### src/rtl/down_timer.sv
// down_timer: MM:SS BCD countdown timer (kitchen-timer mode).
// Loads a clamped preset, decrements one second per en strobe while running,
// and raises alarm on reaching 00:00.
// Optional feature macro: TIMER_AUTORELOAD_EN -- on expiry the digits reload
// from the last accepted preset, counting continues and alarm is a 1-clk pulse.
module down_timer #(
  parameter int unsigned MAX_MIN    = 59,
  parameter int unsigned DONE_TICKS = 10
) (
  input  logic       clk,
  input  logic       res,
  input  logic       en,
  input  logic       load,
  input  logic       start,
  input  logic       stop,
  input  logic [3:0] set_mt,
  input  logic [3:0] set_mu,
  input  logic [3:0] set_st,
  input  logic [3:0] set_su,
  output logic [3:0] mt,
  output logic [3:0] mu,
  output logic [3:0] st,
  output logic [3:0] su,
  output logic       bw,
  output logic       running,
  output logic       alarm,
  output logic       zero
);

  typedef enum logic [1:0] {IDLE, RUN, PAUSE, ALARM} state_t;

  localparam logic [3:0] MAX_MT    = 4'(MAX_MIN / 10);
  localparam logic [3:0] MAX_MU    = 4'(MAX_MIN % 10);
  localparam logic [7:0] LAST_TICK = 8'(DONE_TICKS - 1);

  state_t     state;
  logic [7:0] tick_cnt;

  logic [3:0] c_mt, c_mu, c_st, c_su;
  logic [3:0] d_mt, d_mu, d_st, d_su;
  logic       b0, b1, b2, b3;
  logic       last;

`ifdef TIMER_AUTORELOAD_EN
  logic [3:0] r_mt, r_mu, r_st, r_su;
`endif

  assign zero = (mt == 4'd0) && (mu == 4'd0) && (st == 4'd0) && (su == 4'd0);

  // Preset clamping: per-digit range first, then the whole minutes value.
  always_comb begin
    c_su = (set_su > 4'd9) ? 4'd9 : set_su;
    c_st = (set_st > 4'd5) ? 4'd5 : set_st;
    c_mu = (set_mu > 4'd9) ? 4'd9 : set_mu;
    c_mt = (set_mt > 4'd9) ? 4'd9 : set_mt;
    // Valid BCD digit pairs order the same as their binary concatenation.
    if ({c_mt, c_mu} > {MAX_MT, MAX_MU}) begin
      c_mt = MAX_MT;
      c_mu = MAX_MU;
    end
  end

  // One-second decrement with borrow ripple su -> st -> mu -> mt.
  always_comb begin
    b0   = (su == 4'd0);
    d_su = b0 ? 4'd9 : su - 4'd1;
    b1   = b0 && (st == 4'd0);
    d_st = b0 ? ((st == 4'd0) ? 4'd5 : st - 4'd1) : st;
    b2   = b1 && (mu == 4'd0);
    d_mu = b1 ? ((mu == 4'd0) ? 4'd9 : mu - 4'd1) : mu;
    b3   = b2 && (mt == 4'd0);
    d_mt = b2 ? ((mt == 4'd0) ? 4'd9 : mt - 4'd1) : mt;
    last = (mt == 4'd0) && (mu == 4'd0) && (st == 4'd0) && (su == 4'd1);
  end

  // Control FSM with digit registers and registered status outputs.
  always_ff @(posedge clk or posedge res) begin
    if (res) begin
      state    <= IDLE;
      mt       <= '0;
      mu       <= '0;
      st       <= '0;
      su       <= '0;
      bw       <= 1'b0;
      running  <= 1'b0;
      alarm    <= 1'b0;
      tick_cnt <= '0;
`ifdef TIMER_AUTORELOAD_EN
      r_mt     <= '0;
      r_mu     <= '0;
      r_st     <= '0;
      r_su     <= '0;
`endif
    end else begin
      bw <= 1'b0;
`ifdef TIMER_AUTORELOAD_EN
      alarm <= 1'b0;
`endif
      if (load && state != RUN) begin
        mt <= c_mt;
        mu <= c_mu;
        st <= c_st;
        su <= c_su;
`ifdef TIMER_AUTORELOAD_EN
        r_mt <= c_mt;
        r_mu <= c_mu;
        r_st <= c_st;
        r_su <= c_su;
`endif
        if (state == ALARM) begin
          state <= IDLE;
          alarm <= 1'b0;
        end
      end else begin
        case (state)
          IDLE, PAUSE: begin
            if (!stop && start && !zero) begin
              state   <= RUN;
              running <= 1'b1;
            end
          end
          RUN: begin
            if (stop) begin
              state   <= PAUSE;
              running <= 1'b0;
            end else if (en) begin
              bw <= b3;
              if (last) begin
`ifdef TIMER_AUTORELOAD_EN
                mt    <= r_mt;
                mu    <= r_mu;
                st    <= r_st;
                su    <= r_su;
                alarm <= 1'b1;
`else
                mt       <= d_mt;
                mu       <= d_mu;
                st       <= d_st;
                su       <= d_su;
                state    <= ALARM;
                running  <= 1'b0;
                alarm    <= 1'b1;
                tick_cnt <= '0;
`endif
              end else begin
                mt <= d_mt;
                mu <= d_mu;
                st <= d_st;
                su <= d_su;
              end
            end
          end
          ALARM: begin
            if (stop) begin
              state <= IDLE;
              alarm <= 1'b0;
            end else if (en) begin
              if (tick_cnt == LAST_TICK) begin
                state    <= IDLE;
                alarm    <= 1'b0;
                tick_cnt <= '0;
              end else begin
                tick_cnt <= tick_cnt + 8'd1;
              end
            end
          end
          default: state <= IDLE;
        endcase
      end
    end
  end

endmodule

### config.mk
export PLATFORM = sky130hd
export DESIGN_NAME = down_timer
export DESIGN_NICKNAME = d
export VERILOG_FILES = /design/src/rtl/down_timer.sv
export SDC_FILE = /design/constraint.sdc
export NUM_CORES = 1
export LEC_CHECK = 0
export CAP_MARGIN = 15
export CORE_AREA = 2 2 79 81
export DETAILED_ROUTE_END_ITERATION = 8
export DIE_AREA = 0 0 81 83
export PLACE_DENSITY = 0.48
export SLEW_MARGIN = 40
export SYNTH_ARGS = -nofsm -noshare
export SYNTH_HDL_FRONTEND = slang
export SYNTH_SLANG_ARGS = --single-unit
### constraint.sdc
create_clock -name clk -period 2.2 [get_ports clk]
set_input_delay 0.44 -clock clk [delete_from_list [all_inputs] [get_ports clk]]
set_output_delay 0.44 -clock clk [all_outputs]
set_load 0.01 [all_outputs]
==> impl_results.md, run 1 <==
* EDFF count, synth at 0
* Reg-to-Reg End: mt[2]
* Share of the synthesized area in the top cell type at 0.4203
* CP top delay family: simple AND/OR/NAND/NOR gates
* Cell with the most instances after synthesis: dfrtp_1
* Area after DPL at 2432 um^2
* Setup violators final at 0
* Util after Layout at 0.4391
* Gr usage total at 0.1523
* Routed WL per cell at 13.88 um
* Clock skew at 6.721 ps
* Fmax at 0.4687 GHz
* Ant diodes at 0
* P&R area growth vs syn at 47.90%
* Least-Margin Pin Slew at 670.4 ps
* Worst-skew pair later-pin latency at 280 ps
* Die Ht at 83 um
* Initial Util at 0.2969
* Vias/cell at 4.974
* Ranking of synthesized cells by area: dfrtp_1 42%, nor2_1 5.4%, o21ai_0 5.2%
* IO Count at 42
* Top FF cell, synth: dfrtp_1
* CTS tree: yes
* Final Hold Violating Endpoints at 0
* Crit path max fanout at 3
* Die Footprint at 6723 um^2
* Final Slew Violations at 0
* Number of synthesized register bits at 29
* Tmin final at 2134 ps
* WP data arrival at 1690 ps
* Min-delay src: tick_cnt[7]
* CTS Buf Count at 5
* Pwr Density at 700.8 nW/um^2
* Mean Syn Cell Area at 8.809 um^2
* Lkg Pwr at 1.036 nW
* Netlist cell types at 49
* Critical Path RT at 1760 ps
* Share of layout cells above drive strength 1 at 0.2015
* Commonest cells post-synth: 29 x dfrtp_1, 25 x nor2_1, 18 x nand2_1, 18 x o21ai_0, 15 x a21oi_1
* Vias in the first global route at 1,721
* Core Region at 5816 um^2
* Hold Crit Class: register to register
* First-pass GRT wire length at 8079 um
* Post-synthesis sequential area ratio at 0.4203
* Worst hold stages at 1
* Worst Hold End: tick_cnt[7]
* Crit. End Element: output pin
* Clock-pin slew on the worst setup and hold paths at 70 ps
* Mapped Area at 1727 um^2
* Drt drc at 0
* Remaining Overflow, GRT at 0
* Initial drt markers at 74
* Tcrit/Tclk final at 0.9698
* Final nets at 296
* Worst r2r src: mu[2]
* Drt total wl at 4829 um
* CP Class: register to output pin
* Core Rows at 28
* Worst path max stage delay at 560 ps
* Maximum number of pins on one net before global-route repair at 30
* Die W at 81 um
* Syn Nets at 220
* Yosys warns at 0
* Detailed Place HPWL at 3591 um
* Async SR Flop Fraction at 1.000
* Crit path cell chain: or4_4 -> nor2_1 -> nand2_1 -> inv_2 -> clkdlybuf4s15_2
* Post-route ant nets at 0
* Worst slew margin at 0.5490
* WP buf/inv at 2
* RSZ-0062 raised after global routing: yes
* Outcome: completed
* Pre-Repair DR Iteration Count at 4
* CTS root buffer: clkbuf_8
* R2r worst-path depth at 6
* CTS HTree Levels at 2
* Clk buf depth at 2
* # clock sinks at 29
* Antenna violations before repair at 0
* Reg2Reg Setup Slack at 190 ps
* Max_cap viols at 0
* Setup TNS at 0 ps
* Vias at 1,731
* Port Buffers at 41
* Cell taking the most area after synthesis: dfrtp_1
* Global placement routability congestion at 0.7635
* Maximum VDD drop at 0.3159 mV
* Crit path launch type: register
* Design area at 2554 um^2
* Mapped Cells at 196
* CTS hold repair buffers at 0
* Worst path slowest cell: or4_4
kinds of logic after synthesis:
kind of cell / Yosys count / synth area share
compound gates: 57 / 0.2065
buf+inv: 13 / 0.04203
xor+xnor: 5 / 0.02536
simple gates: 88 / 0.2790
flops: 29 / 0.4203
mux: 2 / 0.01232
fa+ha+maj: 2 / 0.01449
where the power goes:
| group | leakage (nW) | switching [W] | internal (W) |
|---|---|---|---|
| registers | 0.362 | 0.0000829 | 0.000613 |
| clock network | 0.0542 | 0.000212 | 0.000283 |
| logic | 0.620 | 0.000281 | 0.000318 |
| total | 1.04 | 0.000576 | 0.00121 |
worst max path at each step:
stage | to | from | slack, ps | cells past startpoint
final | zero | mu[2] | 70 | 5
after global placement | mt[1] | stop | -60 | 6
after global routing | zero | mu[2] | -10 | 5
after CTS | zero | mu[3] | 10 | 5
after floorplan | mt[2] | mu[2] | 290 | 5
after detailed placement | mt[1] | en | -90 | 6
area by class of cell:
cell class	count	area (um^2)
well taps	75	93.84
clock buffers	7	96.34
flip-flops and latches	29	725.7
fillers	619	3262
repair buffers	75	666.9
multi-input cells	154	939.7
inverters	7	26.28
clock inverters	1	5.005
state kept, by name, summed over array words and instances, names as in the netlist:
name	count
tick_cnt	8
mt	4
mu	4
st	4
su	4
state	2
alarm	1
bw	1
running	1
per-layer routing:
metal  global-route usage  part of all wire  vias up  wire, um
met1               0.2020              0.48      823      2331
met2               0.2397              0.47       31      2269
met5                    0                 0        -         0
met4              0.05547             0.013        0        65
li1                     -                 -      870         -
met3              0.03478             0.034        7       163
placed cells by master, fill, tap and decap left out, types with 2 or more instances in the layout:
cell,Yosys,layout
a21oi_1,15,15
a31o_2,2,2
a31oi_1,5,5
and2_1,2,2
buf_4,0,34
clkbuf_8,0,7
clkdlybuf4s50_1,0,40
dfrtp_1,29,29
ha_1,2,2
inv_1,7,6
nand2_1,18,18
nand2b_1,2,2
nand3_1,10,10
nand3b_1,2,2
nand4_1,2,2
nor2_1,25,25
nor2b_1,2,2
nor3_1,7,6
nor3_2,1,2
nor4_1,3,2
nor4_4,2,2
o211ai_1,2,2
o21ai_0,18,18
o22a_1,2,2
o22ai_1,2,2
o31ai_1,2,2
or3_1,2,2
or4_1,2,2
xnor2_1,4,4
metrics by stage:
| stage | cells | hold WS (ps) | worst slack (ps) | total power [W] |
|---|---|---|---|---|
| 3_5_place_dp | 339 | 483.3 | -87.14 | 0.001299 |
| 3_3_place_gp | 339 | 486.0 | -63.44 | 0.001305 |
| 4_1_cts | 347 | 504.3 | 11.42 | 0.001809 |
| 5_1_grt | 348 | 525.1 | -13.18 | 0.001900 |
| 2_1_floorplan | 196 | 446.2 | 292.4 | 0.0009824 |
| 6_report | 348 | 495.7 | 66.43 | 0.001790 |
worst register-to-register path, cell delays in order (launching register included):
cell     delay [ps]
dfrtp_1         390
or4_4           560
buf_4           160
or4_1           410
nor3_2          170
a21oi_1          90
a22oi_1         150
what timing repair did:
action	CTS	global route
resized for setup	3	3
pin swaps	1	2
setup buffers	0	1
setup endpoints to repair	1	2
(Power assumes the default switching activity.)
==> inputs of run 2 (changes only) <==
--- a/config.mk
+++ b/config.mk
@@ -6,10 +6,12 @@
 export NUM_CORES = 1
 export LEC_CHECK = 0
 export CAP_MARGIN = 15
-export CORE_AREA = 2 2 79 81
+export CELL_PAD_IN_SITES_DETAIL_PLACEMENT = 1
+export CELL_PAD_IN_SITES_GLOBAL_PLACEMENT = 2
+export CORE_AREA = 2 2 81 83
 export DETAILED_ROUTE_END_ITERATION = 8
-export DIE_AREA = 0 0 81 83
-export PLACE_DENSITY = 0.48
+export DIE_AREA = 0 0 83 85
+export PLACE_DENSITY = 0.73
 export SLEW_MARGIN = 40
 export SYNTH_ARGS = -nofsm -noshare
 export SYNTH_HDL_FRONTEND = slang
==> impl_results.md, run 2 (synthesis gave the netlist of run 1 again) <==
* Outcome: completed
* CP Class: register to output pin
* Vias at 1,759 (+1.6%)
* Post-route ant nets at 0 (unchanged)
* Worst path max stage delay at 420 ps (-140 ps)
* Die Footprint at 7055 um^2 (+4.9%)
* Area after DPL at 2435 um^2 (+0.10%)
* Pre-Repair DR Iteration Count at 4 (unchanged)
* Lkg Pwr at 1.053 nW (+1.7%)
* Total Power at 0.001832 W (+2.4%)
* Clk buf depth at 2 (unchanged)
* IO Count at 42 (unchanged)
* NetSw at 0.0006110 W (+6.1%)
* Ant diodes at 0 (unchanged)
* Tcrit/Tclk final at 0.9550 (-0.01477)
* Least-Margin Pin Slew at 686.2 ps (+15.87 ps)
* First-pass GRT wire length at 9397 um (+16%)
* Reg2Reg Setup Slack at 140 ps (-50 ps)
* Clock skew at 9.092 ps (+2.371 ps)
* Port Buffers at 41 (unchanged)
* P&R area growth vs syn at 49.85%
* CTS tree: yes
* Final Hold Violating Endpoints at 0 (unchanged)
* # fillers at 734 (+19%)
* Die W at 83 um (+2.5%)
* Worst slew margin at 0.5383 (-0.01067)
* Drt total wl at 5560 um (+15%)
* Crit path cell chain: nor4_2 -> buf_4 -> and4b_1 -> nand2_2 -> inv_2 -> buf_2
* Crit path launch type: register
* Vias/cell at 4.997 (+0.46%)
* Fmax at 0.4759 GHz (+1.5%)
* Clock-pin slew on the worst setup and hold paths at 70 ps (about the same)
* Most flops, register: tick_cnt
* Final std cells w/o fill at 352 (+1.1%)
* Core Rows at 29 (+3.6%)
* CTS root buffer: clkbuf_8
* Flip-flop and latch area at 725.7 um^2 (unchanged)
* Critical Path RT at 1760 ps (about the same)
* Largest register FFs at 8 (unchanged)
* Core Region at 6205 um^2 (+6.7%)
* DP Cell Count at 341 (+0.59%)
* Worst path slowest cell: dfrtp_1
* Critical Path End: zero
* Crit. End Element: output pin
* CTS Buf Count at 5 (unchanged)
* Worst-skew pair later-pin latency at 290 ps (about the same)
* Worst Setup SP: su[3]
* Die Ht at 85 um (+2.4%)
* Reg-to-Reg End: mt[2]
* Final nets at 298 (+0.68%)
* R2r worst-path depth at 6 (unchanged)
* Vias in the first global route at 1,947 (+13%)
* Switching Fraction at 0.3335 (+0.01182)
* Gr usage total at 0.1668 (+0.01443)
* Share of power burned in registers at 0.385 (-0.004)
* Setup TNS at 0 ps (unchanged)
* WP data arrival at 1660 ps (-30 ps)
* Drt drc at 0 (unchanged)
* Pwr Density at 708.0 nW/um^2 (+1.0%)
* Design area at 2587 um^2 (+1.3%)
* Maximum number of pins on one net before global-route repair at 30 (unchanged)
* Routed WL per cell at 15.80 um (+14%)
* Worst r2r src: mu[3]
* Detailed Place HPWL at 3982 um (+11%)
* Hold Crit Class: register to register
* Antenna violations before repair at 0 (unchanged)
* Remaining Overflow, GRT at 0 (unchanged)
* Share of layout cells above drive strength 1 at 0.2182 (+0.01672)
* CTS HTree Levels at 2 (unchanged)
* # clock sinks at 29 (unchanged)
* Commonest non-fill, non-tap cell in the layout: clkdlybuf4s50_1
* Gate power share at 0.338 (+0.003)
* Clk pwr share at 0.277 (about the same)
* Setup violators final at 0 (unchanged)
* Maximum VDD drop at 0.2385 mV (-25%)
* Tmin final at 2101 ps (-32.50 ps)
* Initial drt markers at 73 (-1.4%)
* Util after Layout at 0.4170 (-0.02209)
* Crit path max fanout at 2 (-1)
* Final Slew Violations at 0 (unchanged)
* Initial Util at 0.2783 (-0.01862)
* Max_cap viols at 0 (unchanged)
* Multi-input logic area at 962.2 um^2 (+2.4%)
* Internal power at 0.001221 W (+0.58%)
* Global placement routability congestion at 0.7223 (-5.4%)
* Most frequent cells in the layout: 40 x clkdlybuf4s50_1, 36 x buf_4, 29 x dfrtp_1
run 2: cell count changes in the layout (fill, tap and decap cells not counted), sizes merged:
| cell | before | now |
|---|---|---|
| buf | 34 | 37 |
| clkdlybuf4s15 | 1 | 0 |
run 2: layer usage:
layer | GRT usage | wire [um]
met5 | 0 | 0
met4 | 0.05961 | 101
met3 | 0.03696 | 193
met2 | 0.2874 | 2670
met1 | 0.2059 | 2594
run 2: worst min-delay path by stage:
stage,from,end,slack [ps],depth (start not counted)
2_1_floorplan,tick_cnt[7],tick_cnt[7],450,1
3_3_place_gp,tick_cnt[7],tick_cnt[7],480,1
3_5_place_dp,tick_cnt[7],tick_cnt[7],490,1
4_1_cts,tick_cnt[7],tick_cnt[7],500,1
5_1_grt,tick_cnt[7],tick_cnt[7],540,1
6_report,tick_cnt[7],tick_cnt[7],510,1
run 2: power groups by stage:
| stage | Sequential (W) | Combinational (W) | Clock (W) |
|---|---|---|---|
| after floorplan | 0.000747 | 0.000236 | 0 |
| after global placement | 0.000702 | 0.000600 | 0 |
| after detailed placement | 0.000703 | 0.000604 | 0 |
| after CTS | 0.000699 | 0.000610 | 0.000521 |
| after global routing | 0.000720 | 0.000685 | 0.000544 |
| final | 0.000705 | 0.000620 | 0.000508 |
run 2: critical path, delay by kind of cell (launching register included):
kind                   cells  cell delay (ps)
AND/OR/NAND/NOR            3              620
buffers and inverters      3              340
flip-flops                 1              420
run 2: final cells by class:
| class | instances | area share |
|---|---|---|
| sequential | 29 | 0.2805 |
| timing repair buffer | 77 | 0.2611 |
| tap | 77 | 0.03723 |
| clock inverter | 1 | 0.001934 |
| clock buffer | 7 | 0.03723 |
| inverter | 7 | 0.01015 |
| multi-input combinational | 154 | 0.3719 |
run 2: timing repair:
item / CTS / global route
cloned: 0 / 0
hold buffers: 0 / 0
pin swaps: 1 / 1
buffers inserted: 1 / 2
resized for setup: 4 / 7
endpoints found under the setup margin: 1 / 5
run 2: stage by stage:
step	setup WS [ps]	hold WS, ps
2_1_floorplan	292.4	446.2
3_3_place_gp	-93.64	478.2
3_5_place_dp	-125.7	487.2
4_1_cts	0.8028	502.9
5_1_grt	-5.067	542.3
6_report	98.93	508.8
